<file path="config.mk">
export PLATFORM = sky130hd
export DESIGN_NAME = branch_resolve_unit
export DESIGN_NICKNAME = d
export VERILOG_FILES = /design/src/rtl/branch_resolve_unit.sv
export SDC_FILE = /design/constraint.sdc
export NUM_CORES = 1
export LEC_CHECK = 0
export BUFFER_PORTS_ARGS = -buffer_cell sky130_fd_sc_hd__buf_4
export CORE_AREA = 5 5 170 172
export DETAILED_ROUTE_END_ITERATION = 8
export DIE_AREA = 0 0 175 177
export PLACE_DENSITY = 0.66
export SYNTH_ARGS = -nofsm -noshare
export SYNTH_HDL_FRONTEND = slang
export SYNTH_SLANG_ARGS = --single-unit
</file>
<file path="constraint.sdc">
create_clock -name clk -period 3 [get_ports clk]
set_input_delay 0.15 -clock clk [delete_from_list [all_inputs] [get_ports clk]]
set_output_delay 0.15 -clock clk [all_outputs]
set_load 0.01 [all_outputs]
</file>
<file path="src/rtl/branch_resolve_unit.sv">
// Execute-side branch resolution: carries each fetch-time prediction to execute, checks it
// against the real outcome, drives the predictor update port and issues redirects.
module branch_resolve_unit #(
    parameter int COUNTER_BITS = 2,
    parameter int STAGES       = 2,
    parameter int STAT_BITS    = 16
) (
    input  logic                    clk,
    input  logic                    reset_n,
    input  logic                    stall,
    input  logic                    fetch_valid,
    input  logic [31:0]             fetch_pc,
    input  logic                    fetch_hit,
    input  logic                    fetch_pred_taken,
    input  logic [31:0]             fetch_pred_target,
    input  logic [COUNTER_BITS-1:0] fetch_counter,
    input  logic                    ex_valid,
    input  logic                    ex_is_branch,
    input  logic                    ex_taken,
    input  logic [31:0]             ex_target,
    output logic                    upd_is_branch,
    output logic [31:0]             upd_pc_fetch,
    output logic [31:0]             upd_pc_target,
    output logic [COUNTER_BITS-1:0] upd_prev_counter,
    output logic                    upd_prev_valid,
    output logic                    upd_increment,
    output logic                    redirect_valid,
    output logic [31:0]             redirect_pc,
    output logic [STAT_BITS-1:0]    branch_count,
    output logic [STAT_BITS-1:0]    mispredict_count
);

    typedef enum logic [0:0] {
        ST_RUN      = 1'b0,
        ST_REDIRECT = 1'b1
    } state_e;

    typedef struct packed {
        logic                    v;
        logic [31:0]             pc;
        logic                    hit;
        logic                    pred_taken;
        logic [31:0]             pred_target;
        logic [COUNTER_BITS-1:0] counter;
    } entry_t;

    localparam int                     LAST       = STAGES - 1;
    localparam entry_t                 ENTRY_NONE = {$bits(entry_t){1'b0}};
    localparam logic [STAT_BITS-1:0]   STAT_MAX   = {STAT_BITS{1'b1}};
    localparam logic [STAT_BITS-1:0]   STAT_ONE   = {{(STAT_BITS-1){1'b0}}, 1'b1};
    // A branch the predictor missed is written back as weakly not-taken.
    localparam logic [COUNTER_BITS-1:0] WEAK_NT   = {{(COUNTER_BITS-1){1'b0}}, 1'b1};

    state_e                  state_q;
    entry_t                  pipe_q [STAGES];
    entry_t                  exe_s;
    entry_t                  fetch_entry_s;
    logic                    eval_s;
    logic                    mispred_s;

    logic                    upd_is_branch_q;
    logic [31:0]             upd_pc_fetch_q, upd_pc_fetch_d;
    logic [31:0]             upd_pc_target_q, upd_pc_target_d;
    logic [COUNTER_BITS-1:0] upd_prev_counter_q, upd_prev_counter_d;
    logic                    upd_prev_valid_q, upd_prev_valid_d;
    logic                    upd_increment_q, upd_increment_d;
    logic                    redirect_valid_q;
    logic [31:0]             redirect_pc_q, redirect_pc_d;
    logic [STAT_BITS-1:0]    branch_count_q, branch_count_d;
    logic [STAT_BITS-1:0]    mispredict_count_q, mispredict_count_d;

    // Resolve the oldest in-flight prediction and form the next update/redirect values.
    always_comb begin
        exe_s         = pipe_q[LAST];
        fetch_entry_s = {fetch_valid, fetch_pc, fetch_hit, fetch_pred_taken,
                         fetch_pred_target, fetch_counter};
        eval_s        = !stall && (state_q == ST_RUN) && ex_valid && exe_s.v && ex_is_branch;
        mispred_s     = eval_s && ((exe_s.pred_taken != ex_taken) ||
                        (exe_s.pred_taken && ex_taken && (exe_s.pred_target != ex_target)));

        upd_pc_fetch_d     = upd_pc_fetch_q;
        upd_pc_target_d    = upd_pc_target_q;
        upd_prev_counter_d = upd_prev_counter_q;
        upd_prev_valid_d   = upd_prev_valid_q;
        upd_increment_d    = upd_increment_q;
        redirect_pc_d      = redirect_pc_q;
        branch_count_d     = branch_count_q;
        mispredict_count_d = mispredict_count_q;

        if (eval_s) begin
            upd_pc_fetch_d     = exe_s.pc;
            upd_pc_target_d    = ex_target;
            upd_prev_counter_d = exe_s.hit ? exe_s.counter : WEAK_NT;
            upd_prev_valid_d   = exe_s.hit;
            upd_increment_d    = ex_taken;
            if (branch_count_q != STAT_MAX) begin
                branch_count_d = branch_count_q + STAT_ONE;
            end else begin
                branch_count_d = branch_count_q;
            end
        end else begin
            upd_pc_fetch_d = upd_pc_fetch_q;
        end

        if (mispred_s) begin
            redirect_pc_d = ex_taken ? ex_target : (exe_s.pc + 32'd4);
            if (mispredict_count_q != STAT_MAX) begin
                mispredict_count_d = mispredict_count_q + STAT_ONE;
            end else begin
                mispredict_count_d = mispredict_count_q;
            end
        end else begin
            redirect_pc_d = redirect_pc_q;
        end
    end

    // FSM, prediction pipe and registered update/redirect outputs.
    always_ff @(posedge clk or negedge reset_n) begin
        if (!reset_n) begin
            state_q            <= ST_RUN;
            for (int i = 0; i < STAGES; i++) begin
                pipe_q[i] <= ENTRY_NONE;
            end
            upd_is_branch_q    <= 1'b0;
            upd_pc_fetch_q     <= 32'd0;
            upd_pc_target_q    <= 32'd0;
            upd_prev_counter_q <= {COUNTER_BITS{1'b0}};
            upd_prev_valid_q   <= 1'b0;
            upd_increment_q    <= 1'b0;
            redirect_valid_q   <= 1'b0;
            redirect_pc_q      <= 32'd0;
            branch_count_q     <= {STAT_BITS{1'b0}};
            mispredict_count_q <= {STAT_BITS{1'b0}};
        end else begin
            upd_is_branch_q    <= eval_s;
            redirect_valid_q   <= mispred_s;
            upd_pc_fetch_q     <= upd_pc_fetch_d;
            upd_pc_target_q    <= upd_pc_target_d;
            upd_prev_counter_q <= upd_prev_counter_d;
            upd_prev_valid_q   <= upd_prev_valid_d;
            upd_increment_q    <= upd_increment_d;
            redirect_pc_q      <= redirect_pc_d;
            branch_count_q     <= branch_count_d;
            mispredict_count_q <= mispredict_count_d;

            case (state_q)
                ST_RUN: begin
                    if (stall) begin
                        state_q <= ST_RUN;
                    end else if (mispred_s) begin
                        state_q <= ST_REDIRECT;
                        for (int i = 0; i < STAGES; i++) begin
                            pipe_q[i].v <= 1'b0;
                        end
                    end else begin
                        state_q   <= ST_RUN;
                        pipe_q[0] <= fetch_entry_s;
                        for (int i = 1; i < STAGES; i++) begin
                            pipe_q[i] <= pipe_q[i-1];
                        end
                    end
                end
                // The fetch made on the redirect edge is wrong-path; keep the pipe empty.
                ST_REDIRECT: begin
                    state_q <= ST_RUN;
                    for (int i = 0; i < STAGES; i++) begin
                        pipe_q[i].v <= 1'b0;
                    end
                end
                default: begin
                    state_q <= ST_RUN;
                    for (int i = 0; i < STAGES; i++) begin
                        pipe_q[i].v <= 1'b0;
                    end
                end
            endcase
        end
    end

    assign upd_is_branch    = upd_is_branch_q;
    assign upd_pc_fetch     = upd_pc_fetch_q;
    assign upd_pc_target    = upd_pc_target_q;
    assign upd_prev_counter = upd_prev_counter_q;
    assign upd_prev_valid   = upd_prev_valid_q;
    assign upd_increment    = upd_increment_q;
    assign redirect_valid   = redirect_valid_q;
    assign redirect_pc      = redirect_pc_q;
    assign branch_count     = branch_count_q;
    assign mispredict_count = mispredict_count_q;

endmodule

</file>
==> Yosys cells after proc, flatten, opt, wreduce, memory -nomap -nowiden <==
Cells that the tools add are included.
{ "totals": {"register_bits": 273, "input_bits": 107, "output_inout_bits": 134, "elab_cells": 58} }
{ "classes": {"n_addsub": 3, "eq_ne": 5, "mux": 12, "n_bitwise": 3, "n_reduce_logical": 12} }
{ "op_table": {"columns": ["cell", "n"], "rows": [
  ["$mux W138", 1],
  ["$mux W68", 2],
  ["$add A16 B1 Y16 const B", 2],
  ["$add A32 B3 Y32 const B", 1],
  ["$mux W32", 1],
  ["$ne A16 B16 Y1 const B", 2],
  ["$ne A32 B32 Y1", 1],
  ["$logic_and A1 B1 Y1", 7],
  ["$pmux W1 S2", 3],
  ["$mux W1", 4],
  ["$reduce_and A2 Y1", 2],
  ["$not A1 Y1", 3],
  ["$reduce_and A3 Y1", 1],
  ["$mux W2", 1],
  ["$ne A2 B2 Y1 const B", 1],
  ["$logic_not A1 Y1", 1],
  ["$logic_or A1 B1 Y1", 1],
  ["$ne A1 B1 Y1", 1]
]} }

==> Longest topological paths before layout <==
{ "depth": {"depth_word": 9, "ltp_mapped": 9, "depth_no_buf": 7} }

==> Worst setup path after synthesis <==
No wires, ideal clock.
{ "synth_path": {"kind": "reg2reg", "start": "register pipe_q, in the netlist exe_s[38]", "end": "register redirect_pc_q[26], in the netlist redirect_pc[26]", "setup_ns": 0.125, "arrival_ns": 2.151, "required_ns": 2.875, "slack_ns": 0.724, "path_stages_with_launch": 8, "path_buffers": 0, "period_less_slack_ns": 2.276, "path_cell_list": "dfrtp_1 -> ha_1 -> nand4_1 -> nor4_2 -> nand4_1 -> xnor2_1 -> mux2_2 -> mux2_2"} }
{ "synth_between": {"elab_chain_len": 2} }
{ "synth_lines": {"columns": ["item", "line", "source"], "rows": [
  ["start: declaration", "55", "entry_t pipe_q [STAGES];"],
  ["start signal: indexed assignment", "159", "pipe_q[i] <= pipe_q[i-1];"],
  ["$add A32 B3 Y32", "106", "redirect_pc_d = ex_taken ? ex_target : (exe_s.pc + 32'd4);"],
  ["$mux W32", "106", null],
  ["end signal: assignment", "142", "redirect_pc_q <= redirect_pc_d;"],
  ["end: declaration", "68", "logic [31:0] redirect_pc_q, redirect_pc_d;"]
]} }
Every way passes these cells.
A chain may end at the register's enable or synchronous reset.

==> Worst setup path after layout <==
{ "layout_path": {"start": "register pipe_q, in the netlist exe_s[4]", "end": "register pipe_q[69] (netlist name)"} }
{ "layout_between": {"elab_chain_len": 6} }
{ "layout_lines": {"columns": ["item", "line", "source"], "rows": [
  ["$ne A32 B32 Y1", "79", "(exe_s.pred_taken && ex_taken && (exe_s.pred_target != ex_target)));"],
  ["$logic_and A1 B1 Y1", "79", null],
  ["$logic_or A1 B1 Y1", "78", "mispred_s = eval_s && ((exe_s.pred_taken != ex_taken) ||"],
  ["$logic_and A1 B1 Y1", "78", null],
  ["$not A1 Y1 (no line)", null, null],
  ["$reduce_and A3 Y1 (no line)", null, null]
]} }
Every way passes these cells.

==> qor.txt <==
vias: 8505
vias per cell: 5.00
CP top delay family: simple AND/OR/NAND/NOR gates
Ports: 241
post-route setup TNS: 0 ns
HP Class: in -> reg
layout cell share with drive strength beyond 1: 0.359
CP max stage delay: 0.53 ns
core footprint: 0.0273 sq mm
Avg WL per Cell: 18.1 um
status: completed
Die Wd: 175 um
Synth area leader: dfrtp_1
Rows: 61
final wirelength: 30800 um
RSZ-0062 raised after global routing: no
Layout Skew: 0.0189 ns
CP bufs+invs: 1
commonest non-fill, non-tap cell in the layout: dfrtp_1
Residual DRC: 0
FF+latch count, synth: 273
clk root buf: clkbuf_16
max-cap viol count: 0
WS Path Type: reg -> reg
worst vdd ir: 0.375 mV
synthesis-to-layout area growth: 35.7%
count of flip-flops with a built-in enable after synthesis: 0
Leak: 7.70 nW
Routed Antenna Nets: 0
largest net degree at the start of global routing: 92
die area: 0.0310 sq mm
Async SR Flop Fraction: 1.00
syn nets: 1100
prevailing post-synth register cell: dfrtp_1
Pwr Total: 11.8 mW
Clock Latency Late Sink: 0.54 ns
DP HPWL: 21500 um
Period minus WS final: 2.58 ns
CTS Sinks: 273
Die Ht: 177 um
initial core utilization: 0.431
Crit Path Max Fanout: 49
wire length of the first global-routing pass: 49500 um
Final Max Tran Viols: 0
Port Buffers: 240
Power Density: 739 mW/mm^2
CTS Buf Count: 29
crit path cell chain: xor2_1, nor4_1, nand4_1, o211ai_2, nand3_4, buf_4, mux2_4
hold slack: 0.0358 ns
period utilization: 0.858
Rel. slew slack: 0.456
Worst EP arrival: 2.99 ns
CTS tree: done
pre-CTS setup slack: 0.426 ns
post-synth top area share: 0.580
fmax: 388 MHz
gpl congestion: 0.767
ANT cells: 0
CP required: 3.41 ns
startpoint types: flop
Fin. Hold Viols: 0
Seq/Total Area, Yosys: 0.580
H-tree Lvls: 1
fill cell count: 2286
Least-Margin Pin Slew: 0.816 ns
gr ovfl total: 0
commonest cells after routing, fill and taps aside: dfrtp_1, nand2_1, buf_4
Avg Cell Area, Syn: 11.9 sq um
DRT iter0 DRCs: 383
CTS clk-pin slew, worst paths: 0.06 ns
initial antenna violation count: 0
top cells by area, synth: dfrtp_1, mux2_2, nand2_1
CP max-delay cell: nor4_1
vias in the first global route: 8876
Nets: 1445
Post-Syn Instances: 989
final-report setup violation count: 0
DRT Pass-1 Iters: 5
Worst Setup End Kind: flop
gr usage total: 0.198
Max Buffers Root-to-Sink: 3
synthesized cell area: 0.0118 sq mm
Netlist cell types: 35
Synth Warn #: 0
final worst slack: 0.425 ns
==> kinds of logic after synthesis <==
| group | count (synthesis) | share of synthesized area |
|---|---|---|
| compound gates | 52 | 0.0262 |
| xor+xnor | 88 | 0.0654 |
| flops | 273 | 0.580 |
| buf+inv | 54 | 0.0219 |
| mux | 175 | 0.180 |
| simple gates | 343 | 0.123 |
| fa+ha+maj | 4 | 0.00425 |
==> per-layer routing <==
metal | vias up | share of wire | wire length (um) | global-route usage
met1 | 4235 | 0.44 | 13600 | 0.271
met5 | - | 0 | 0 | 0
li1 | 4021 | - | - | -
met2 | 208 | 0.49 | 15100 | 0.335
met3 | 41 | 0.052 | 1590 | 0.0329
met4 | 0 | 0.019 | 573 | 0.0435
==> power breakdown <==
part / total, mW / internal, mW / switching, mW
clock: 3.59 / 2.16 / 1.43
sequential: 5.25 / 4.59 / 0.664
combinational: 2.98 / 1.67 / 1.30
==> cell usage after synthesis, types with 4 or more instances <==
master / number
inv_1: 8
ha_1: 4
xnor2_1: 23
mux2_2: 135
o21ai_0: 33
and3_1: 5
a211oi_1: 7
nor4_1: 10
nand3_1: 29
clkbuf_1: 23
a21oi_1: 4
nor2_1: 16
dfrtp_1: 273
xor2_1: 65
nor3_1: 5
buf_2: 13
mux2_4: 40
nand4_1: 17
buf_6: 5
nand2_1: 253
==> state kept, by name, indices dropped and copies added (netlist names), 2 cells and up <==
name / count
upd_pc_target: 32
pipe_q: 69
exe_s: 69
upd_prev_counter: 2
upd_pc_fetch: 32
mispredict_count: 16
redirect_pc: 32
branch_count: 16
==> through the flow <==
step                      cells   util  instance area, sq um
final                      1701  0.586                 16000
after CTS                  1701  0.586                 16000
after global placement     1547  0.513                 14000
after detailed placement   1547  0.513                 14000
after global routing       1701  0.586                 16000
after floorplan             989      -                 11800
==> worst reg2reg max path, cell delays in order, from the launching register on <==
cell	delay (ns)
dfrtp_1	0.39
xor2_1	0.14
nor4_1	0.53
nand4_1	0.19
o211ai_2	0.31
nand3_4	0.12
buf_4	0.35
mux2_4	0.41
==> final cells by class <==
type / instances / area (sq um) / share of cell area
inverter: 9 / 33.8 / 0.00211
tap: 346 / 433 / 0.0271
timing repair buffer: 359 / 3020 / 0.189
sequential: 273 / 6830 / 0.427
clock buffer: 43 / 868 / 0.0543
multi-input combinational: 662 / 4710 / 0.295
clock inverter: 9 / 101 / 0.00633
==> worst paths after layout <==
check                                     from  slack, ns                  end  cells after the start
min reg2reg                upd_prev_counter[1]       0.47  upd_prev_counter[1]                      2
max                                   exe_s[4]       0.42           pipe_q[69]                      7
min                                      stall       0.04          pipe_q[137]                      4
min in group asynchronous              reset_n       0.21            exe_s[54]                      2
max in group asynchronous              reset_n       1.93      redirect_pc[17]                      3
max reg2reg                           exe_s[4]       0.42           pipe_q[69]                      7
==> what timing repair did <==
action | in CTS | in global routing
setup buffers | 0 | 0
gates resized for setup | 0 | 0
hold endpoints to repair | 205 | 0
hold buffers | 102 | 0
Note: power is estimated with default switching activity, not from simulation.
